<file path="src/rtl/capture_sequencer.sv">
// capture_sequencer: arms, triggers and sequences writes of ADC samples
// into a two-bank sample RAM; swaps banks on a VGA frame boundary.
//
// Ports:
//   clk, reset (async, active-low)
//   sample_valid/adc_data        : sample stream, already in clk domain
//   run/single                   : continuous re-arm / one-shot arm
//   trig_level/trig_rising       : edge trigger threshold and polarity
//   auto_en                      : forced trigger after AUTO_TIMEOUT samples
//   frame_start                  : vsync pulse, bank swap point
//   wr_en/wr_addr/wr_data        : registered sample RAM write port
//   wr_bank/rd_bank              : bank being written / bank displayed
//   capture_done/auto_trig/state : status
`timescale 1ns/1ps

module capture_sequencer #(
  parameter int          DEPTH        = 160,
  parameter int          AW           = 8,
  parameter int          DW           = 8,
  parameter int          HOLDOFF      = 4,
  parameter logic [15:0] AUTO_TIMEOUT = 16'd50000
) (
  input  logic          clk,
  input  logic          reset,
  input  logic          sample_valid,
  input  logic [DW-1:0] adc_data,
  input  logic          run,
  input  logic          single,
  input  logic [DW-1:0] trig_level,
  input  logic          trig_rising,
  input  logic          auto_en,
  input  logic          frame_start,
  output logic          wr_en,
  output logic [AW-1:0] wr_addr,
  output logic [DW-1:0] wr_data,
  output logic          wr_bank,
  output logic          rd_bank,
  output logic          capture_done,
  output logic          auto_trig,
  output logic [2:0]    state
);

  typedef enum logic [2:0] {
    IDLE      = 3'd0,
    ARM       = 3'd1,
    WAIT_TRIG = 3'd2,
    CAPTURE   = 3'd3,
    DONE      = 3'd4
  } state_t;

  localparam int            HW    = $clog2(HOLDOFF + 1);
  localparam logic [HW-1:0] HLAST = HW'(HOLDOFF - 1);
  localparam logic [AW-1:0] LAST  = AW'(DEPTH - 1);

  state_t          state_q;
  state_t          state_d;

  logic [HW-1:0]   hcnt;
  logic [15:0]     tcnt;
  logic [AW-1:0]   acnt;
  logic [DW-1:0]   prev;
  logic            prev_valid;
  logic            pend_auto;
  logic            done_seen;

  logic            rise_hit;
  logic            fall_hit;
  logic            tmo_hit;

  logic            arm_entry;
  logic            trig_real;
  logic            trig_auto;
  logic            wr_fire;
  logic [AW-1:0]   wr_addr_d;
  logic            swap;

  assign state = state_q;

  assign rise_hit = (prev < trig_level) &&
                    (adc_data >= trig_level);
  assign fall_hit = (prev > trig_level) &&
                    (adc_data <= trig_level);
  // tcnt saturates at AUTO_TIMEOUT, so equality means "reached"
  assign tmo_hit  = auto_en && (tcnt == AUTO_TIMEOUT);

  always_ff @(posedge clk or negedge reset) begin
    if (!reset) state_q <= IDLE;
    else        state_q <= state_d;
  end

  always_comb begin
    state_d   = state_q;
    arm_entry = 1'b0;
    trig_real = 1'b0;
    trig_auto = 1'b0;
    wr_fire   = 1'b0;
    wr_addr_d = acnt;
    swap      = 1'b0;
    unique case (state_q)
      IDLE: begin
        if (run || single) begin
          state_d   = ARM;
          arm_entry = 1'b1;
        end
      end
      ARM: begin
        if (sample_valid && (hcnt == HLAST))
          state_d = WAIT_TRIG;
      end
      WAIT_TRIG: begin
        if (sample_valid) begin
          trig_real = prev_valid &&
                      (trig_rising ? rise_hit : fall_hit);
          trig_auto = tmo_hit;
          if (trig_real || trig_auto) begin
            state_d   = CAPTURE;
            wr_fire   = 1'b1;
            wr_addr_d = '0;
          end
        end
      end
      CAPTURE: begin
        if (sample_valid) begin
          wr_fire = 1'b1;
          if (acnt == LAST) state_d = DONE;
        end
      end
      DONE: begin
        // done_seen masks a vsync arriving on the DONE entry cycle
        if (done_seen && frame_start) begin
          swap      = 1'b1;
          state_d   = run ? ARM : IDLE;
          arm_entry = run;
        end
      end
      default: state_d = IDLE;
    endcase
  end

  always_ff @(posedge clk or negedge reset) begin
    if (!reset) begin
      wr_en        <= 1'b0;
      wr_addr      <= '0;
      wr_data      <= '0;
      wr_bank      <= 1'b0;
      rd_bank      <= 1'b1;
      capture_done <= 1'b0;
      auto_trig    <= 1'b0;
      hcnt         <= '0;
      tcnt         <= '0;
      acnt         <= '0;
      prev         <= '0;
      prev_valid   <= 1'b0;
      pend_auto    <= 1'b0;
      done_seen    <= 1'b0;
    end else begin
      wr_en        <= wr_fire;
      capture_done <= swap;
      done_seen    <= (state_q == DONE) &&
                      (state_d == DONE);

      if (wr_fire) begin
        wr_addr <= wr_addr_d;
        wr_data <= adc_data;
      end

      if (arm_entry) begin
        hcnt       <= '0;
        prev_valid <= 1'b0;
      end else if (sample_valid &&
                   (state_q == ARM ||
                    state_q == WAIT_TRIG)) begin
        prev       <= adc_data;
        prev_valid <= 1'b1;
        if (state_q == ARM) hcnt <= hcnt + 1'b1;
      end

      if (state_q == ARM) begin
        tcnt <= '0;
      end else if (state_q == WAIT_TRIG && sample_valid) begin
        if (state_d == CAPTURE) begin
          acnt      <= AW'(1);
          pend_auto <= trig_auto && !trig_real;
        end else if (tcnt != AUTO_TIMEOUT) begin
          tcnt <= tcnt + 16'd1;
        end
      end

      if (state_q == CAPTURE && sample_valid &&
          acnt != LAST)
        acnt <= acnt + 1'b1;

      if (swap) begin
        rd_bank   <= wr_bank;
        wr_bank   <= ~wr_bank;
        auto_trig <= pend_auto;
      end
    end
  end

endmodule

</file>
<file path="config.mk">
export PLATFORM = sky130hd
export DESIGN_NAME = capture_sequencer
export DESIGN_NICKNAME = d
export VERILOG_FILES = /design/src/rtl/capture_sequencer.sv
export SDC_FILE = /design/constraint.sdc
export NUM_CORES = 1
export LEC_CHECK = 0
export ABC_CLOCK_PERIOD_IN_PS = 2400
export CAP_MARGIN = 15
export CELL_PAD_IN_SITES_DETAIL_PLACEMENT = 1
export CELL_PAD_IN_SITES_GLOBAL_PLACEMENT = 1
export CORE_MARGIN = 2
export CORE_UTILIZATION = 42
export CTS_BUF_LIST = sky130_fd_sc_hd__clkbuf_16
export CTS_CLUSTER_SIZE = 40
export DETAILED_ROUTE_END_ITERATION = 12
export GPL_TIMING_DRIVEN = 0
export PLACE_DENSITY = 0.87
export SETUP_SLACK_MARGIN = 0.15
export SLEW_MARGIN = 20
export SYNTH_ARGS = -nofsm -noshare
export SYNTH_HDL_FRONTEND = slang
export SYNTH_SLANG_ARGS = --single-unit
export TNS_END_PERCENT = 10
</file>
<file path="constraint.sdc">
create_clock -name clk -period 2.4 [get_ports clk]
set_input_delay 0.48 -clock clk [delete_from_list [all_inputs] [get_ports clk]]
set_output_delay 0.48 -clock clk [all_outputs]
set_load 0.05 [all_outputs]
</file>
After elaboration in Yosys (flattened, before gate mapping)
Index checks and enable logic that the tools add are counted.

Reductions and logical operators: 28. Muxes and demuxes: 39. Equality and inequality tests: 13. Bitwise logic cells: 3. Add/sub/neg operators: 3. Magnitude comparators: 4.

Operators with widths (count): 2-to-1 mux 16 bit (4); 2-to-1 mux 8 bit (7); 2-to-1 mux 3 bit (10); adder 16 x 1 -> 16 bit (second input constant) (1); == test 16 bit (second input constant) (1); inequality test 16 bit (second input constant) (1); 2-to-1 mux 1 bit (15); one-hot mux 3 bit (5 select lines) (1); == test 3 x 2 -> 1 bit (second input constant) (4); logical AND 1 bit (12); nonzero test 2 bit (6); AND reduction 3 bit (3); adder 8 x 1 -> 8 bit (second input constant) (1); == test 8 bit (second input constant) (1); greater-or-equal comparator 8 bit (1); > comparator 8 bit (1); less-or-equal comparator 8 bit (1); < comparator 8 bit (1); inequality test 8 bit (second input constant) (1); == test 3 bit (second input constant) (2); one-hot mux 1 bit (2 select lines) (2); AND reduction 2 bit (2); adder 3 x 1 -> 3 bit (second input constant) (1); == test 3 x 1 -> 1 bit (second input constant) (1); other kinds (6) (10).

Output and inout port bits: 24. Bits in registers: 62. Logic and storage cells: 105. Input bits: 24.

Depth between registers and ports, before layout
Word-level depth: 13. Depth in mapped cells: 11. Depth with buffers taken out: 9.

Worst setup path after synthesis
OpenSTA, ideal clock, no wires.

Path kind: input -> register. Start point: input port trig_level[1]. End point: register wr_data[0]. Stages: 10. Path buffers: 1. Library setup time: 0.125 ns. Data arrival time: 2.305 ns. Slack: -0.030 ns. Data required time: 2.275 ns. Path through: inv_1 -> ha_1 -> nor2b_1 -> o211ai_1 -> a21o_1 -> nand3_1 -> o32ai_2 -> a211o_2 -> buf_2 -> mux2_2.

Word-level cells in the longest chain between the ends: 8. Elaborated cells on any way between the ends: 12. Those cells by class: order compare: 4; mux: 4; reduce/logical: 4.

Ends and longest elaborated chain: start, declared (line 29) `input logic [DW-1:0] trig_level,`; > comparator 8 bit, or another cell as far along (line 81) `assign fall_hit = (prev > trig_level) &&`; logical AND 1 bit, on equally long branches (line 81, 79); 2-to-1 mux 1 bit (*) (line 113) `(trig_rising ? rise_hit : fall_hit);`; logical AND 1 bit (*) (line 112) `trig_real = prev_valid &&`; logical OR 1 bit (*) (line 115) `if (trig_real || trig_auto) begin`; 2-to-1 mux 1 bit (*) (line 115); 2-to-1 mux 1 bit (*) (line 111) `if (sample_valid) begin`; one-hot mux 1 bit (2 select lines) (*) (line 99) `unique case (state_q)`; named net wr_fire (line 73) `logic wr_fire;`; end signal, assigned (line 164) `wr_data <= adc_data;`; end, declared (line 35) `output logic [DW-1:0] wr_data,`.

Mark *: on every way through the listed nets, which the timed path passes. The rest lies on a longest branch. A chain may end at the register's enable or synchronous reset.

Worst setup path after layout
Start point: input port adc_data[7]. End point: register wr_data[4].

Word-level cells in the longest chain between the ends: 8. Elaborated cells on any way between the ends: 10. Those cells by class: order compare: 2; mux: 4; reduce/logical: 4.

Ends and longest elaborated chain: start, declared (line 26) `input logic [DW-1:0] adc_data,`; less-or-equal comparator 8 bit or greater-or-equal comparator 8 bit (tied branches) (line 82, 80); logical AND 1 bit, on equally long branches (line 81, 79); 2-to-1 mux 1 bit (*) (line 113); logical AND 1 bit (*) (line 112); logical OR 1 bit (*) (line 115); 2-to-1 mux 1 bit (*) (line 115); 2-to-1 mux 1 bit (*) (line 111); one-hot mux 1 bit (2 select lines) (*) (line 99); named net wr_fire (line 73).

Marked as above.

==> impl_results.html <==
<table>
<tr><th>Metric</th><th>Value</th></tr>
<tr><th colspan="2">GRT</th></tr>
<tr><td>Global-route track usage on met1</td><td>31.51%</td></tr>
<tr><td>Total global routing track utilization</td><td>27.14%</td></tr>
<tr><td>Wire length of the first global-routing pass</td><td>18.12 mm</td></tr>
<tr><td>GRT overflow</td><td>0</td></tr>
<tr><td>Met2 layer usage reported by global route</td><td>48.81%</td></tr>
<tr><td>Global routing's busiest layer</td><td>met2</td></tr>
<tr><td>Vias in the first global route</td><td>3383</td></tr>
<tr><td>Largest net degree at the start of global routing</td><td>44</td></tr>
<tr><td>Number of antenna violations at the first check in global routing</td><td>0</td></tr>
<tr><td>Met3 track demand over resource</td><td>between 5 and 6%</td></tr>
<tr><th colspan="2">Power and ir drop</th></tr>
<tr><td>Overall power after layout</td><td>0.005317 W</td></tr>
<tr><td>Power density over cell area</td><td>1122 nW/um2</td></tr>
<tr><td>Largest voltage drop on the vdd net</td><td>411.1 uV</td></tr>
<tr><td>Combinational group share of total power</td><td>between 40% and 50%</td></tr>
<tr><td>LEAKAGE</td><td>between 2 and 2.5 nW</td></tr>
<tr><td>Int Pwr</td><td>approximately 0.0031 W</td></tr>
<tr><td>Share of power burned in registers</td><td>a little under a third</td></tr>
<tr><td>Net switching power of the design</td><td>~0.0022 W</td></tr>
<tr><td>Clock power frac</td><td>24.3%</td></tr>
<tr><td>Switching power as a share of total power</td><td>between 40 and 50%</td></tr>
<tr><th colspan="2">Placed design</th></tr>
<tr><td>Placed instance area</td><td>4098 um2</td></tr>
<tr><td>Cell total after placement</td><td>496</td></tr>
<tr><td>Count of port buffers added during placement</td><td>46</td></tr>
<tr><td>Sum of net half-perimeters after detailed placement</td><td>approximately 6 mm</td></tr>
<tr><td>Final GP Congestion</td><td>0.8860</td></tr>
<tr><th colspan="2">STA</th></tr>
<tr><td>Layout Skew</td><td>0.01123 ns</td></tr>
<tr><td>RSZ-0062 raised after global routing</td><td>true</td></tr>
<tr><td>Tmin final</td><td>2.418 ns</td></tr>
<tr><td>Max Slew Vio Count</td><td>0</td></tr>
<tr><td>FMAX</td><td>413.5 MHz</td></tr>
<tr><td>Worst Tran Pin Value</td><td>about 0.66 ns</td></tr>
<tr><td>Worst setup margin</td><td>-0.01815 ns</td></tr>
<tr><td>Headroom to the max-slew limit</td><td>56.22%</td></tr>
<tr><td>WHS</td><td>0.02283 ns</td></tr>
<tr><td>Final cycle utilization of the critical path</td><td>100.8%</td></tr>
<tr><td>Number of setup violations in the final report</td><td>6</td></tr>
<tr><td>Number of hold violations in the final report</td><td>0</td></tr>
<tr><th colspan="2">Layout</th></tr>
<tr><td>Share of final-layout standard cells stronger than drive strength 1</td><td>25.54%</td></tr>
<tr><td>Commonest cells after routing, fill and taps aside</td><td>sky130_fd_sc_hd__dfrtp_1 (60), sky130_fd_sc_hd__nand2_1 (48), sky130_fd_sc_hd__clkdlybuf4s50_1 (29)</td></tr>
<tr><td>Area of the multi-input gates</td><td>2048 um2</td></tr>
<tr><td>Net count reported at finish</td><td>between 400 and 500</td></tr>
<tr><td>Final standard cell area without fillers</td><td>4741 um2</td></tr>
<tr><td>Final non-filler cell total</td><td>517</td></tr>
<tr><td>Synthesis-to-layout area growth</td><td>39.76%</td></tr>
<tr><td>ANT cells</td><td>0</td></tr>
<tr><td>Seq. cell area</td><td>about 1600 um2</td></tr>
<tr><td>Util after Layout</td><td>around three fifths</td></tr>
<tr><td>Total of fill cells in the finished design</td><td>830</td></tr>
<tr><td>Leading cell type in the layout, fill and taps excluded</td><td>sky130_fd_sc_hd__dfrtp_1</td></tr>
<tr><th colspan="2">Clocking</th></tr>
<tr><td>Number of buffers created by CTS</td><td>9</td></tr>
<tr><td>TritonCTS clock tree</td><td>done</td></tr>
<tr><td>Clock latency reported for the late side of the worst-skew pair</td><td>about 0.34 ns</td></tr>
<tr><td>Clk root buf</td><td>sky130_fd_sc_hd__clkbuf_16</td></tr>
<tr><td>CTS clock-pin slew for the worst setup and hold paths</td><td>0.06 ns</td></tr>
<tr><td>H-Tree Depth</td><td>3</td></tr>
<tr><td>Sink Count</td><td>62</td></tr>
<tr><td>Bufs on Longest Clock Path</td><td>2</td></tr>
<tr><th colspan="2">Run status</th></tr>
<tr><td>Failing checks</td><td>setup timing</td></tr>
<tr><td>Result of the run</td><td>finished, violations left</td></tr>
<tr><th colspan="2">Synthesis</th></tr>
<tr><td>Syn Nets</td><td>392</td></tr>
<tr><td>Synth unique cells</td><td>53</td></tr>
<tr><td>Fraction of registers with async set/reset</td><td>100.0%</td></tr>
<tr><td>Summed instance area of the synthesized netlist</td><td>around 3400 um2</td></tr>
<tr><td>Flops &amp; latches, synth</td><td>62</td></tr>
<tr><td>Prevailing post-synth register cell</td><td>sky130_fd_sc_hd__dfrtp_1</td></tr>
<tr><td>Avg Cell Area, Syn</td><td>9.775 um2</td></tr>
<tr><td>Synthesized instance count</td><td>347</td></tr>
<tr><td>Post-synth EDFFs</td><td>0</td></tr>
<tr><td>Sequential share of the synthesized area</td><td>45.78%</td></tr>
<tr><td>Yosys Warn Count</td><td>0</td></tr>
<tr><th colspan="2">Die</th></tr>
<tr><td>Die H</td><td>93.87 um</td></tr>
<tr><td>Number of primary I/O pins</td><td>48</td></tr>
<tr><td>Row cnt</td><td>32</td></tr>
<tr><td>Initial Utilization</td><td>43.67%</td></tr>
<tr><td>Core area</td><td>7767 um2</td></tr>
<tr><td>Horizontal die dimension</td><td>93.87 um</td></tr>
<tr><td>Area enclosed by the die boundary</td><td>8811 um2</td></tr>
<tr><th colspan="2">Worst setup path</th></tr>
<tr><td>Critical Path, Cell by Cell</td><td>dlygate4sd2_1 &gt; ha_4 &gt; nand2_4 &gt; nor2_2 &gt; o21ai_2 &gt; nor2b_4 &gt; o32ai_4 &gt; a211o_4 &gt; buf_12 &gt; mux2_4</td></tr>
<tr><td>Worst reg-to-reg setup slack</td><td>-0.02 ns</td></tr>
<tr><td>Startpoint of the most critical setup path</td><td>adc_data[7]</td></tr>
<tr><td>Crit Path Category</td><td>in2reg</td></tr>
<tr><td>Crit path capture</td><td>wr_data[4]$_DFFE_PN0P_</td></tr>
<tr><td>Required time of the critical path</td><td>approximately 2.6 ns</td></tr>
<tr><td>CP startpoint kind</td><td>input pin</td></tr>
<tr><td>Worst path slowest cell</td><td>sky130_fd_sc_hd__o32ai_4</td></tr>
<tr><td>Highest fanout seen on the critical path</td><td>5</td></tr>
<tr><td>Data arrival time of the critical path</td><td>2.63 ns</td></tr>
<tr><td>Origin of the critical flop-to-flop path</td><td>prev[1]$_DFFE_PN0P_</td></tr>
<tr><td>Worst reg-to-reg path cell count</td><td>9</td></tr>
<tr><td>Crit Reg-Reg Endpoint</td><td>wr_data[4]$_DFFE_PN0P_</td></tr>
<tr><td>Critical path capture point type</td><td>register</td></tr>
<tr><td>Highest cell delay on the worst timing path</td><td>0.33 ns</td></tr>
<tr><th colspan="2">Routing</th></tr>
<tr><td>Drt drc</td><td>0</td></tr>
<tr><td>Vias/cell</td><td>between 5 and 6</td></tr>
<tr><td>Wirelength, routed</td><td>11.29 mm</td></tr>
<tr><td>Final ANT Viol Nets</td><td>0</td></tr>
<tr><td>Via count</td><td>3064</td></tr>
<tr><td>Drt wl/cell</td><td>~22 um</td></tr>
<tr><td>Number of detailed-route iterations in the first pass</td><td>5</td></tr>
<tr><td>First-iteration detailed-routing DRC count</td><td>150</td></tr>
<tr><th colspan="2">Job</th></tr>
<tr><td>Number of maximum-capacitance violations</td><td>0</td></tr>
<tr><th colspan="2">Hold path</th></tr>
<tr><td>Worst min-delay path category</td><td>in2async</td></tr>
</table>
cell usage after synthesis, drive strengths merged (3+ instances only):
cell / number / area share, %
dfrtp: 61 / 45
nand2: 52 / 6.0
a21oi: 28 / 4.2
ha: 21 / 7.7
nor2: 17 / 1.9
inv: 16 / 1.8
mux2: 16 / 5.3
nand3: 13 / 1.9
and3: 11 / 2.1
or4: 10 / 2.2
buf: 9 / 1.9
o211ai: 9 / 2.0
nand4: 8 / 1.5
o21ai: 8 / 1.2
o31ai: 8 / 1.8
nand2b: 6 / 1.1
nor3: 6 / 0.89
clkbuf: 5 / 0.55
a211o: 3 / 0.81
a21o: 3 / 0.70
and2: 3 / 0.63
and4: 3 / 0.85
mux2i: 3 / 0.89
nor2b: 3 / 0.63
metrics by stage:
| step | setup TNS (ns) | setup slack, ns |
|---|---|---|
| 2_1_floorplan | 0 | 0.1229 |
| 3_3_place_gp | -103.45 | -1.427 |
| 3_5_place_dp | -31.92 | -0.8377 |
| 4_1_cts | -0.0002651 | -0.0002580 |
| 5_1_grt | -0.9014 | -0.07849 |
| 6_report | -0.07252 | -0.01815 |
registers in the layout (all words and copies together) (netlist names):
name and cells:
wr_addr 8, wr_en 1, prev_valid 1, tcnt 16
rd_bank 1, state 3, prev 8, acnt 8
hcnt 3, done_seen 1, pend_auto 1, auto_trig 1
wr_data 8, wr_bank 1, capture_done 1
power groups by stage:
stage | combinational (W) | clock (W) | sequential [W]
3_5_place_dp | 0.00201 | 0 | 0.00159
6_report | 0.00240 | 0.00129 | 0.00162
4_1_cts | 0.00229 | 0.00129 | 0.00158
3_3_place_gp | 0.00195 | 0 | 0.00157
2_1_floorplan | 0.000955 | 0 | 0.00201
5_1_grt | 0.00255 | 0.00137 | 0.00165
metal layers:
metal	wire (um)	part of all wire, %
met5	0	0
met2	6001	53
met1	4634	41
met3	411	3.6
met4	245	2.2
cell type report:
| class | count | area share, % |
|---|---|---|
| plain buffers | 14 | 2.745 |
| clock buffers | 9 | 4.751 |
| clock inverters | 7 | 1.399 |
| inverters | 16 | 1.531 |
| multi-input cells | 255 | 43.20 |
| flip-flops and latches | 62 | 32.78 |
| well taps | 102 | 2.692 |
| repair buffers | 52 | 10.90 |
timing repair:
action                                  in CTS  in global routing
endpoints found under the hold margin        0                  0
endpoints found under the setup margin      43                 45
pin swaps                                   37                 22
setup buffers                                4                  0
resized for setup                           75                 12
cloned                                       1                  0
hold buffers                                 0                  0
logic make-up (layout without fill, tap and decap cells):
logic type,count (synthesis),count (layout),share of synthesized area [%]
mux,19,19,6.197
flops,62,62,45.78
compound gates,69,69,13.17
xor+xnor,4,4,1.033
buf+inv,30,98,4.205
fa+ha+maj,21,21,7.746
simple gates,142,142,21.87
worst min-delay path by stage:
stage	to
6_report	wr_addr[0]$_DFFE_PN0P_
5_1_grt	wr_addr[0]$_DFFE_PN0P_
4_1_cts	wr_addr[0]$_DFFE_PN0P_
3_5_place_dp	wr_addr[0]$_DFFE_PN0P_
3_3_place_gp	rd_bank$_DFFE_PN1P_
2_1_floorplan	acnt[0]$_DFFE_PN0P_
worst max-delay path: cells and delay by family:
| kind | cells | cell delay (ns) |
|---|---|---|
| AOI/OAI and AO/OA | 3 | 0.66 |
| buffers and inverters | 2 | 0.44 |
| and+or+nand+nor | 3 | 0.42 |
| adders and majority gates | 1 | 0.32 |
| muxes | 1 | 0.31 |
Power figures use the tool's default switching activity.
